==> src/rtl/go_game_ctrl.sv <==
// go_game_ctrl
//   Turn sequencer for a Go game. It accepts moves from a move source,
//   has an external board updater validate placements, owns the current
//   board and the ko snapshot (board before the last placement), tracks
//   consecutive passes, placed-stone count and resignation, and drives a
//   held ready/ack transmit handshake for locally played moves.
//
//   Optional feature: define GO_MOVE_TIMER_EN to add a per-turn timer.
//   It adds parameter TURN_CYCLES and output port timeout. When the timer
//   expires in WAITING without a move, an automatic pass is played.
//
// Ports
//   clk_in         system clock
//   reset          synchronous active-high reset
//   move_avail     one-cycle strobe, move is valid
//   move           {row,col}; all-ones = pass, all-ones with LSB 0 = resign
//   my_color       local player colour (0 black, 1 white)
//   upd_valid      updater accepted move, upd_next_board valid
//   upd_invalid    updater rejected move (wins over upd_valid)
//   upd_next_board board produced by the updater
//   tx_ack         transmitter consumed tx_move
//   upd_start      one-cycle start strobe to the updater
//   upd_move       latched move presented to the updater
//   board_bus      current board, 2 bits per intersection, 00 empty
//   ko_board       board before the last placement
//   turn           colour to move (0 black)
//   tx_ready       tx_move valid, held until tx_ack
//   tx_move        move to transmit
//   invalid_move   one-cycle pulse on rejection
//   game_over      high in GAME_OVER
//   end_reason     00 none, 01 passes, 10 resign, 11 move cap
//   move_count     placed stones
//   pass_count     consecutive passes (saturating)
//   state_out      one-hot state
//   timeout        (GO_MOVE_TIMER_EN only) pulse on turn timer expiry
module go_game_ctrl #(
    parameter int BOARD_SIZE  = 9,
    parameter int COORD_W     = 4,
    parameter int PASS_LIMIT  = 2,
    parameter int MAX_MOVES   = 512,
    parameter int CNT_W       = 10
`ifdef GO_MOVE_TIMER_EN
    ,
    parameter int TURN_CYCLES = 100_000_000
`endif
) (
    input  logic                                clk_in,
    input  logic                                reset,
    input  logic                                move_avail,
    input  logic [2*COORD_W-1:0]                move,
    input  logic                                my_color,
    input  logic                                upd_valid,
    input  logic                                upd_invalid,
    input  logic [2*BOARD_SIZE*BOARD_SIZE-1:0]  upd_next_board,
    input  logic                                tx_ack,
    output logic                                upd_start,
    output logic [2*COORD_W-1:0]                upd_move,
    output logic [2*BOARD_SIZE*BOARD_SIZE-1:0]  board_bus,
    output logic [2*BOARD_SIZE*BOARD_SIZE-1:0]  ko_board,
    output logic                                turn,
    output logic                                tx_ready,
    output logic [2*COORD_W-1:0]                tx_move,
    output logic                                invalid_move,
    output logic                                game_over,
    output logic [1:0]                          end_reason,
    output logic [CNT_W-1:0]                    move_count,
    output logic [1:0]                          pass_count,
    output logic [6:0]                          state_out
`ifdef GO_MOVE_TIMER_EN
    ,
    output logic                                timeout
`endif
);

    localparam int MW = 2 * COORD_W;
    localparam int BW = 2 * BOARD_SIZE * BOARD_SIZE;
    localparam logic [MW-1:0] PASS_CODE   = {MW{1'b1}};
    localparam logic [MW-1:0] RESIGN_CODE = {{(MW-1){1'b1}}, 1'b0};

    typedef enum logic [6:0] {
        S_WAITING        = 7'b0000001,
        S_CHECK          = 7'b0000010,
        S_UPDATE_BUS     = 7'b0000100,
        S_SENDING_MOVE   = 7'b0001000,
        S_PASS           = 7'b0010000,
        S_GAME_OVER_SEND = 7'b0100000,
        S_GAME_OVER      = 7'b1000000
    } state_t;

    state_t            state_q;
    logic              upd_start_q;
    logic [MW-1:0]     upd_move_q;
    logic [MW-1:0]     tx_move_q;
    logic [BW-1:0]     board_q;
    logic [BW-1:0]     ko_q;
    logic              turn_q;
    logic              tx_ready_q;
    logic              invalid_q;
    logic              game_over_q;
    logic [1:0]        end_reason_q;
    logic [CNT_W-1:0]  move_cnt_q;
    logic [1:0]        pass_cnt_q;

    logic [CNT_W-1:0]  move_cnt_d;
    logic [1:0]        pass_cnt_d;
    logic              local_turn;
    logic              tx_done;

    always_comb begin
        move_cnt_d = move_cnt_q + CNT_W'(1);
        pass_cnt_d = (pass_cnt_q == 2'd3) ? 2'd3 : pass_cnt_q + 2'd1;
        local_turn = (turn_q == my_color);
        // A send phase ends on the ack when the handshake is up, or
        // immediately when the move belongs to the remote player.
        tx_done    = tx_ready_q ? tx_ack : !local_turn;
    end

`ifdef GO_MOVE_TIMER_EN
    logic [31:0] timer_q;
    logic        timeout_q;

    // Held at zero outside WAITING, so every entry into WAITING starts a
    // fresh turn window.
    always_ff @(posedge clk_in) begin
        if (reset || state_q != S_WAITING) begin
            timer_q <= '0;
        end else begin
            timer_q <= timer_q + 32'd1;
        end
    end

    assign timeout = timeout_q;
`endif

    always_ff @(posedge clk_in) begin
        if (reset) begin
            state_q      <= S_WAITING;
            upd_start_q  <= 1'b0;
            upd_move_q   <= '0;
            tx_move_q    <= '0;
            board_q      <= '0;
            ko_q         <= '0;
            turn_q       <= 1'b0;
            tx_ready_q   <= 1'b0;
            invalid_q    <= 1'b0;
            game_over_q  <= 1'b0;
            end_reason_q <= 2'b00;
            move_cnt_q   <= '0;
            pass_cnt_q   <= 2'd0;
`ifdef GO_MOVE_TIMER_EN
            timeout_q    <= 1'b0;
`endif
        end else begin
            upd_start_q <= 1'b0;
            invalid_q   <= 1'b0;
`ifdef GO_MOVE_TIMER_EN
            timeout_q   <= 1'b0;
`endif
            case (state_q)
                S_WAITING: begin
                    if (move_avail) begin
                        upd_move_q <= move;
                        tx_move_q  <= move;
                        if (move == PASS_CODE) begin
                            state_q <= S_PASS;
                        end else if (move == RESIGN_CODE) begin
                            end_reason_q <= 2'b10;
                            tx_ready_q   <= local_turn;
                            state_q      <= S_GAME_OVER_SEND;
                        end else begin
                            upd_start_q <= 1'b1;
                            state_q     <= S_CHECK;
                        end
                    end
`ifdef GO_MOVE_TIMER_EN
                    else if (timer_q == 32'(TURN_CYCLES - 1)) begin
                        upd_move_q <= PASS_CODE;
                        tx_move_q  <= PASS_CODE;
                        timeout_q  <= 1'b1;
                        state_q    <= S_PASS;
                    end
`endif
                end
                S_CHECK: begin
                    if (upd_invalid) begin
                        invalid_q <= 1'b1;
                        state_q   <= S_WAITING;
                    end else if (upd_valid) begin
                        state_q <= S_UPDATE_BUS;
                    end
                end
                S_UPDATE_BUS: begin
                    ko_q       <= board_q;
                    board_q    <= upd_next_board;
                    move_cnt_q <= move_cnt_d;
                    pass_cnt_q <= 2'd0;
                    tx_ready_q <= local_turn;
                    if (move_cnt_d == CNT_W'(MAX_MOVES)) begin
                        end_reason_q <= 2'b11;
                        state_q      <= S_GAME_OVER_SEND;
                    end else begin
                        state_q <= S_SENDING_MOVE;
                    end
                end
                S_PASS: begin
                    pass_cnt_q <= pass_cnt_d;
                    tx_ready_q <= local_turn;
                    if (int'(pass_cnt_d) >= PASS_LIMIT) begin
                        end_reason_q <= 2'b01;
                        state_q      <= S_GAME_OVER_SEND;
                    end else begin
                        state_q <= S_SENDING_MOVE;
                    end
                end
                S_SENDING_MOVE: begin
                    if (tx_done) begin
                        tx_ready_q <= 1'b0;
                        turn_q     <= ~turn_q;
                        state_q    <= S_WAITING;
                    end else begin
                        tx_ready_q <= 1'b1;
                    end
                end
                S_GAME_OVER_SEND: begin
                    if (tx_done) begin
                        tx_ready_q  <= 1'b0;
                        game_over_q <= 1'b1;
                        state_q     <= S_GAME_OVER;
                    end else begin
                        tx_ready_q <= 1'b1;
                    end
                end
                S_GAME_OVER: begin
                    tx_ready_q  <= 1'b0;
                    game_over_q <= 1'b1;
                end
                default: begin
                    state_q <= S_WAITING;
                end
            endcase
        end
    end

    assign upd_start    = upd_start_q;
    assign upd_move     = upd_move_q;
    assign board_bus    = board_q;
    assign ko_board     = ko_q;
    assign turn         = turn_q;
    assign tx_ready     = tx_ready_q;
    assign tx_move      = tx_move_q;
    assign invalid_move = invalid_q;
    assign game_over    = game_over_q;
    assign end_reason   = end_reason_q;
    assign move_count   = move_cnt_q;
    assign pass_count   = pass_cnt_q;
    assign state_out    = state_q;

endmodule

==> config.mk <==
export PLATFORM = sky130hd
export DESIGN_NAME = go_game_ctrl
export DESIGN_NICKNAME = d
export VERILOG_FILES = /design/src/rtl/go_game_ctrl.sv
export SDC_FILE = /design/constraint.sdc
export NUM_CORES = 1
export LEC_CHECK = 0
export CORE_AREA = 2 2 214 216
export CTS_CLUSTER_DIAMETER = 120
export DETAILED_ROUTE_END_ITERATION = 12
export DIE_AREA = 0 0 216 218
export GPL_ROUTABILITY_DRIVEN = 1
export PLACE_DENSITY = 0.57
export SLEW_MARGIN = 20
export SYNTH_ARGS = -nofsm -noshare
export SYNTH_HDL_FRONTEND = slang
export SYNTH_SLANG_ARGS = --single-unit
==> constraint.sdc <==
create_clock -name clk_in -period 4.1 [get_ports clk_in]
set_clock_uncertainty 0.15 [all_clocks]
set_input_delay 1.025 -clock clk_in [delete_from_list [all_inputs] [get_ports clk_in]]
set_output_delay 1.025 -clock clk_in [all_outputs]
set_load 0.02 [all_outputs]
# --- Yosys cells after proc, flatten, opt, wreduce, memory -nomap -nowiden ---
# Cells that the tools add are included.
classes:
  n_addsub: 2
  magnitude_cmp: 1
  eq_ne: 20
  muxes: 28
  n_bitwise: 5
  n_reduce_logical: 15
op_table:
  columns: ["operator", "n"]
  rows:
  - ["one-hot mux 7 bit (7 select lines)", 1]
  - ["2-to-1 mux 7 bit", 5]
  - ["2-to-1 mux 6 bit", 4]
  - ["== test 8 bit, second input constant", 2]
  - ["inequality test 2 bit, second input constant", 7]
  - ["2-to-1 mux 2 bit", 6]
  - ["adder 10 x 1 -> 10 bit, second input constant", 1]
  - ["== test 10 bit, second input constant", 1]
  - ["2-to-1 mux 1 bit", 8]
  - ["== test 7 x 1 -> 1 bit, second input constant", 1]
  - ["== test 7 x 2 -> 1 bit, second input constant", 1]
  - ["== test 7 x 3 -> 1 bit, second input constant", 1]
  - ["== test 7 x 4 -> 1 bit, second input constant", 1]
  - ["== test 7 x 5 -> 1 bit, second input constant", 1]
  - ["== test 7 x 6 -> 1 bit, second input constant", 1]
  - ["== test 7 bit, second input constant", 1]
  - ["one-hot mux 2 bit (3 select lines)", 1]
  - ["AND reduction 2 bit", 3]
  - ["AND reduction 6 bit", 1]
  - ["OR reduction 2 bit", 3]
  - ["NOT 1 bit", 5]
  - ["AND reduction 5 bit", 1]
  - ["one-hot mux 1 bit (4 select lines)", 1]
  - ["one-hot mux 2 bit (2 select lines)", 1]
  - ["12 further kinds", 13]
totals:
  register_bits: 358

# --- Depth between registers and ports, before layout ---
# Gate-level depths: netlist of the first run.
depth:
  ltp_word: 5
  mapped_depth: 8
  ltp_nobuf: 7

# --- Least setup slack after synthesis of the first run ---
# Ideal clock, no wire load.
synth_timing:
  path_kind: "input to register"
  from: "input my_color"
  to: "register tx_move_q[0] (netlist: tx_move[0])"
  setup_ns: 0.128
  arrival_time_ns: 2.388
  t_required_ns: 3.822
  slack_ns: 1.434
  stages: 7
  n_path_buf: 1
  cell_sequence: "xor2_1 o21ba_2 o32ai_4 or4_4 buf_12 mux2i_1 nor2_1"
synth_lines:
  columns: ["item", "line", "rtl"]
  rows:
  - ["start, declared", "51", "input logic my_color,"]
  - ["end signal, assigned", "163", "tx_move_q <= move;"]
  - ["end, declared", "93", "logic [MW-1:0] tx_move_q;"]

# --- Final worst setup path of the first run ---
layout_timing:
  from: "register state_q[4] (netlist: state_out[4])"
  to: "output state_out[4]"
layout_lines:
  columns: ["item", "line", "rtl"]
  rows:
  - ["start, declared", "90", "state_t state_q;"]
  - ["start signal, assigned", "137", "state_q <= S_WAITING;"]
  - ["start signal, assigned", "165", "state_q <= S_PASS;"]
  - ["start signal, assigned", "169", "state_q <= S_GAME_OVER_SEND;"]
  - ["end, declared", "68", "output logic [6:0] state_out"]
# No word-level cell between the ends.

==> summary.txt, run 1 <==
Core Region -> 0.0449 sq mm
Seq pwr share -> 0.462
CTS Buffer Depth -> 3
Clock root buffer -> clkbuf_16
Hold-fix buffers at CTS -> 0
Cell Int Power -> 5.98 mW
CP Buf/Inv Count -> 1
Starting Density -> 0.283
Storage cell area -> 0.00717 sq mm
CTS tree -> yes
Register area share after synthesis -> 0.565
Setup Buffers After CTS -> 0
Asr flop ratio synth -> 0
# IOs -> 543
P per Cell Area -> 384 mW/mm^2
Switching power share of the total -> 0.216
Number of routed nets with antenna violations -> 0
CP top delay family -> buffers and inverters
RePlAce Congestion -> 0.796
Sequence of cells on the critical path -> clkdlybuf4s50_1
Mapped Cells -> 1,605
TritonCTS buffer count -> 42
CP required -> 2.92 ns
Comb pwr share -> 0.059
Fill count -> 4,475
Synth Cell Area -> 0.0127 sq mm
Headroom to the max-slew limit -> 0.405
Unrepaired setup endpoints after global routing -> no
Status -> finished clean
Synth top cells by count -> nand2_1, dfxtp_1, a21oi_1, clkbuf_1, nor2_1
Setup TNS -> 0 ns
Layout Nets -> 2,251
Main area contributors after synthesis -> dfxtp_1, nand2_1, a21oi_1
Clock latency on the worst-skew pair -> 0.55 ns
Area Growth Syn to Fin -> 56.5%
Antenna diodes -> 0
VDD IR max -> 0.000292 V
Min cycle time layout -> 3.13 ns
Num Clock Sinks -> 358
Distinct cell type count of the synthesized netlist -> 49
Synth Register Bits -> 358
Worst Max-Slew Pin Slew -> 0.893 ns
Largest area contributor in the netlist -> dfxtp_1
DP HPWL -> 29.2 mm
Via count -> 12,200
Hold Crit Class -> reg2reg
Post-CTS sizing -> 0
Die X -> 216 um
Multi-input gate area -> 0.00498 sq mm
Clock network fraction of design power -> 0.479
Share of layout cells above drive strength 1 -> 0.0381
Critical Path Start Type -> register
First-pass GRT wire length -> 65.5 mm
Gr usage total -> 0.174
Number of global-route vias before repair -> 11,600
DRT iter0 DRCs -> 846
Pin count of the biggest net entering global routing -> 164
Max Slew Vio Count -> 0
Lkg Pwr -> 6.49 nW
H-tree Lvls -> 2
Die Y -> 218 um
Synth Flop Type -> dfxtp_1
Synth warn -> 0
Final wirelength -> 42.7 mm
Fin cells -> 2,700
Final period util -> 0.764
Initial antenna violation count -> 0
Port Buffers -> 542
Kind of critical path -> reg2out
Synth top area share -> 0.565
Routed len/inst -> 15.8 um
1st-pass router iterations -> 5
Number of synthesized flops with an enable pin -> 0
Drt drc -> 0
CP endpoint kind -> primary output
Vias per Instance -> 4.52
Mapped Avg Cell Area -> 7.91 sq um
Slowest cell on crit path -> clkdlybuf4s50_1
Placed Cells -> 2,629
Clock transition at path regs -> 0.06 ns
Setup Viol. Count Final -> 0
Peak Freq -> 319 MHz
P_sw -> 1.65 mW
Max incr delay on CP -> 0.74 ns
Final hold vios -> 0
Peak fanout along the critical path -> 13
Full die area -> 0.0471 sq mm
Max Cap Viol -> 0
Row count -> 78
Syn nets -> 1,783
Count leader, synth -> nand2_1
Crit path DAT -> 1.96 ns
Grt ovf -> 0
kinds of logic (layout without fill, tap and decap cells):
kind of cell / count (synthesis) / after routing / share of synthesized area
AO/OA/AOI/OAI: 356 / 356 / 0.147
XOR/XNOR: 13 / 13 / 0.00897
adder cells (fa/ha/maj): 1 / 1 / 0.000986
buffers and inverters: 132 / 627 / 0.0435
flip-flops: 358 / 358 / 0.565
multiplexers: 9 / 9 / 0.00710
AND/OR/NAND/NOR: 736 / 736 / 0.228
worst paths after layout:
path                                   from                         to  slack [ns]  depth (start not counted)
setup / recovery  state_out[4]$_SDFFE_PP0P_               state_out[4]        0.97                          1
hold / removal    ko_board[52]$_SDFFE_PP0P_  ko_board[52]$_SDFFE_PP0P_        0.30                          2
setup reg to reg  state_out[5]$_SDFFE_PP0P_    tx_move[6]$_SDFFE_PP0P_        1.32                          6
hold reg to reg   ko_board[52]$_SDFFE_PP0P_  ko_board[52]$_SDFFE_PP0P_        0.30                          2
final cells by class:
cell class                 count  share of cell area
clock inverter                 5             0.00265
multi-input combinational   1115               0.251
clock buffer                  66              0.0657
inverter                       5            0.000945
timing repair buffer         551               0.281
tap                          600              0.0378
sequential                   358               0.361
worst reg2reg max path, stage by stage, from the launching register on:
cell	delay, ns
dfxtp_1	0.44
or4_4	0.57
or4b_4	0.55
o32ai_4	0.32
or4_4	0.31
mux2i_1	0.22
nor2_1	0.06
registers in the layout, summed over array words and instances, names as in the netlist:
| name | flops |
|---|---|
| game_over | 1 |
| tx_move | 8 |
| board_bus | 162 |
| invalid_move | 1 |
| tx_ready | 1 |
| turn | 1 |
| pass_count | 2 |
| move_count | 10 |
| ko_board | 162 |
| end_reason | 2 |
| state_out | 7 |
| upd_start | 1 |
placed cells by master, fill, tap and decap left out, types with 2 or more instances in the layout:
master / count
nand2_1: 659
clkdlybuf4s50_1: 541
dfxtp_1: 358
a21oi_1: 332
clkbuf_16: 45
nor2_1: 35
clkbuf_1: 11
clkbuf_8: 10
nor3_1: 9
xor2_1: 9
mux2i_1: 9
nand3_1: 7
o21ai_0: 7
buf_12: 7
inv_1: 5
nand4_1: 4
xnor2_1: 4
and4_1: 3
nor4_1: 3
clkinv_2: 3
nor2b_1: 2
or4b_4: 2
or3_1: 2
or4_4: 2
nand3b_1: 2
a211oi_1: 2
buf_4: 2
power by group through the flow:
stage	logic (mW)	clock network (mW)	registers [mW]
after floorplan	0.183	0	3.62
after global placement	0.450	0	3.60
after detailed placement	0.450	0	3.60
after CTS	0.452	3.78	3.52
after global routing	0.479	3.92	3.53
final	0.449	3.66	3.53
routing by layer:
metal,part of all wire,track usage
met4,0.034,0.0724
met5,0,0
met3,0.099,0.0731
met2,0.46,0.280
met1,0.40,0.203
stage by stage:
step / cell area [sq um] / hold slack, ns / utilization / setup slack, ns / power, mW
2_1_floorplan: 12700 / 0.372 / - / 1.43 / 3.80
6_report: 19900 / 0.301 / 0.442 / 0.969 / 7.63
4_1_cts: 19900 / 0.303 / 0.442 / 0.941 / 7.76
3_3_place_gp: 18500 / 0.290 / 0.412 / 0.826 / 4.05
5_1_grt: 19900 / 0.320 / 0.442 / 0.911 / 7.92
3_5_place_dp: 18500 / 0.295 / 0.412 / 0.814 / 4.05
Note: power is estimated with default switching activity, not from simulation.
==> inputs of run 2 (changes only) <==
--- a/config.mk
+++ b/config.mk
@@ -5,12 +5,12 @@
 export SDC_FILE = /design/constraint.sdc
 export NUM_CORES = 1
 export LEC_CHECK = 0
-export CORE_AREA = 2 2 214 216
+export CORE_AREA = 2 2 209 211
 export CTS_CLUSTER_DIAMETER = 120
 export DETAILED_ROUTE_END_ITERATION = 12
-export DIE_AREA = 0 0 216 218
+export DIE_AREA = 0 0 211 213
 export GPL_ROUTABILITY_DRIVEN = 1
-export PLACE_DENSITY = 0.57
+export PLACE_DENSITY = 0.62
 export SLEW_MARGIN = 20
 export SYNTH_ARGS = -nofsm -noshare
 export SYNTH_HDL_FRONTEND = slang
==> constraint.sdc (replaced) <==
create_clock -name clk_in -period 2.85 [get_ports clk_in]
set_clock_uncertainty 0.15 [all_clocks]
set_input_delay 0.7125 -clock clk_in [delete_from_list [all_inputs] [get_ports clk_in]]
set_output_delay 0.7125 -clock clk_in [all_outputs]
set_load 0.02 [all_outputs]
==> run 2 against run 1 <==
Compared with the run above: sequential share of layout area shrank 0.23 points; highest routed layer unchanged; combinational power increased by 47%; global-route usage increased by 0.84 points; via count rose by 0.96%; critical path type unchanged; hold slack hardly changed; clock-buffer cell count is 4 lower; die area decreased by 4.6%; final cell count is 1.2% lower; register-to-register slack worse by 1.0 ns; core utilization up 2.6 points; wire length grew 0.70%.
==> summary.txt, run 2 (synthesized netlist as in run 1, its figures left out) <==
Status -> finished clean (unchanged)
Kind of critical path -> reg2out (unchanged)
Depth of the worst register-to-register path -> 6 (unchanged)
Final hold vios -> 0 (unchanged)
Comb pwr share -> 0.060 (was 0.059)
Gr usage total -> 0.182 (was 0.174)
Critical Path Start Type -> register (unchanged)
Area Growth Syn to Fin -> 57.6% (was 56.5%)
Initial antenna violation count -> 0 (unchanged)
DP HPWL -> 30.3 mm (was 29.2 mm)
Final core occ -> 0.468 (was 0.442)
Full die area -> 0.0449 sq mm (was 0.0471 sq mm)
P per Cell Area -> 547 mW/mm^2 (was 384 mW/mm^2)
Final wirelength -> 43.0 mm (was 42.7 mm)
First-pass GRT wire length -> 65.0 mm (was 65.5 mm)
Row count -> 76 (was 78)
Number of global-route vias before repair -> 11,600 (about the same)
Clock root buffer -> clkbuf_16 (unchanged)
Clock transition at path regs -> 0.06 ns (about the same)
CP endpoint kind -> primary output (unchanged)
Seq pwr share -> 0.464 (was 0.462)
Antenna diodes -> 0 (unchanged)
CTS tree -> yes (unchanged)
Setup Viol. Count Final -> 0 (unchanged)
Share of layout cells above drive strength 1 -> 0.0490 (was 0.0381)
DRT iter0 DRCs -> 820 (was 846)
VDD IR max -> 0.000507 V (was 0.000292 V)
Worst path depth -> 1 (unchanged)
Final period util -> 0.954
Hold-fix buffers at CTS -> 0 (unchanged)
Min-Delay Path Depth -> 2 (unchanged)
Crit Reg-Reg Startpoint -> state_out[6]$_SDFFE_PP0P_ (was state_out[5]$_SDFFE_PP0P_)
Hold Crit Class -> reg2reg (unchanged)
Lkg Pwr -> 6.62 nW (was 6.49 nW)
Die X -> 211 um (was 216 um)
Crit path from -> state_out[1]$_SDFFE_PP0P_ (was state_out[4]$_SDFFE_PP0P_)
CP top delay family -> buffers and inverters (unchanged)
Headroom to the max-slew limit -> 0.404 (was 0.405)
CTS Buffer Depth -> 3 (unchanged)
H-tree Lvls -> 2 (unchanged)
Most frequent cells in the layout -> nand2_1, clkdlybuf4s50_1, dfxtp_1 (unchanged)
Pin count of the biggest net entering global routing -> 124 (was 164)
Vias per Instance -> 4.62 (was 4.52)
Die Y -> 213 um (was 218 um)
Slowest cell on crit path -> clkdlybuf4s50_1 (unchanged)
Crit path DAT -> 1.86 ns (was 1.96 ns)
Num Clock Sinks -> 358 (unchanged)
P_sw -> 2.37 mW (was 1.65 mW)
TritonCTS buffer count -> 41 (was 42)
Setup TNS -> 0 ns (unchanged)
Clock latency on the worst-skew pair -> 0.55 ns (about the same)
Max Slew Vio Count -> 0 (unchanged)
CP Buf/Inv Count -> 1 (unchanged)
RePlAce Congestion -> 0.797 (was 0.796)
Starting Density -> 0.297 (was 0.283)
# IOs -> 543 (unchanged)
1st-pass router iterations -> 5 (unchanged)
Routed len/inst -> 16.1 um (was 15.8 um)
Most common cell after layout, fill and taps aside -> nand2_1 (unchanged)
Grt ovf -> 0 (unchanged)
Layout Nets -> 2,274 (was 2,251)
Start point of the worst hold path -> ko_board[57]$_SDFFE_PP0P_ (was ko_board[52]$_SDFFE_PP0P_)
Switching power share of the total -> 0.217 (was 0.216)
Min cycle time layout -> 2.72 ns
Port Buffers -> 542 (unchanged)
CP required -> 1.99 ns (was 2.92 ns)
Cell Int Power -> 8.56 mW (was 5.98 mW)
Core Region -> 0.0427 sq mm (was 0.0449 sq mm)
Peak fanout along the critical path -> 9 (was 13)
Drt drc -> 0 (unchanged)
Number of routed nets with antenna violations -> 0 (unchanged)
Via count -> 12,300 (was 12,200)
Unrepaired setup endpoints after global routing -> no (unchanged)
Max incr delay on CP -> 0.72 ns (was 0.74 ns)
Sequence of cells on the critical path -> clkdlybuf4s50_1 (unchanged)
Max Cap Viol -> 0 (unchanged)
Worst Max-Slew Pin Slew -> 0.894 ns (was 0.893 ns)
Peak Freq -> 368 MHz
Clock network fraction of design power -> 0.476 (was 0.479)
-- run 2: what timing repair did --
| action | in CTS | in global routing |
|---|---|---|
| buffers inserted | 0 | 0 |
| resized for setup | 1 | 0 |
| endpoints found under the setup margin | 1 | 0 |
-- run 2: power groups by stage --
stage / sequential (mW) / clock, mW / combinational [mW]
2_1_floorplan: 5.20 / 0 / 0.263
3_3_place_gp: 5.18 / 0 / 0.658
3_5_place_dp: 5.18 / 0 / 0.658
4_1_cts: 5.07 / 5.36 / 0.662
5_1_grt: 5.07 / 5.56 / 0.703
6_report: 5.07 / 5.20 / 0.658
-- run 2: cell type report --
class	instances	area [sq um]
well taps	546	683
clock inverters	7	88.8
repair buffers	575	5820
clock buffers	62	1240
fillers	4129	22700
flip-flops and latches	358	7170
inverters	5	18.8
multi-input cells	1115	4980
-- run 2: per-layer routing --
metal | global-route usage | up-vias | part of all wire | wire length, um
met5 | 0 | - | 0 | 0
met4 | 0.0622 | 0 | 0.023 | 984
met3 | 0.0637 | 50 | 0.092 | 3980
met2 | 0.303 | 417 | 0.48 | 20600
met1 | 0.218 | 5676 | 0.41 | 17400
li1 | - | 6183 | - | -
-- run 2: through the flow --
| step | instance area, sq um | instances | power, mW | setup WS [ns] | hold slack [ns] |
|---|---|---|---|---|---|
| after CTS | 20000 | 2668 | 11.1 | 0.0944 | 0.304 |
| final | 20000 | 2668 | 10.9 | 0.132 | 0.301 |
| after global placement | 18700 | 2599 | 5.84 | -0.0612 | 0.290 |
| after detailed placement | 18700 | 2599 | 5.84 | -0.0859 | 0.291 |
| after floorplan | 12700 | 1605 | 5.47 | 0.185 | 0.372 |
| after global routing | 20000 | 2668 | 11.3 | 0.0688 | 0.316 |
-- run 2: worst paths after layout --
path	to	slack [ns]
max	state_out[1]	0.13
min	ko_board[57]$_SDFFE_PP0P_	0.30
max reg2reg	tx_move[3]$_SDFFE_PP0P_	0.31
min reg2reg	ko_board[57]$_SDFFE_PP0P_	0.30
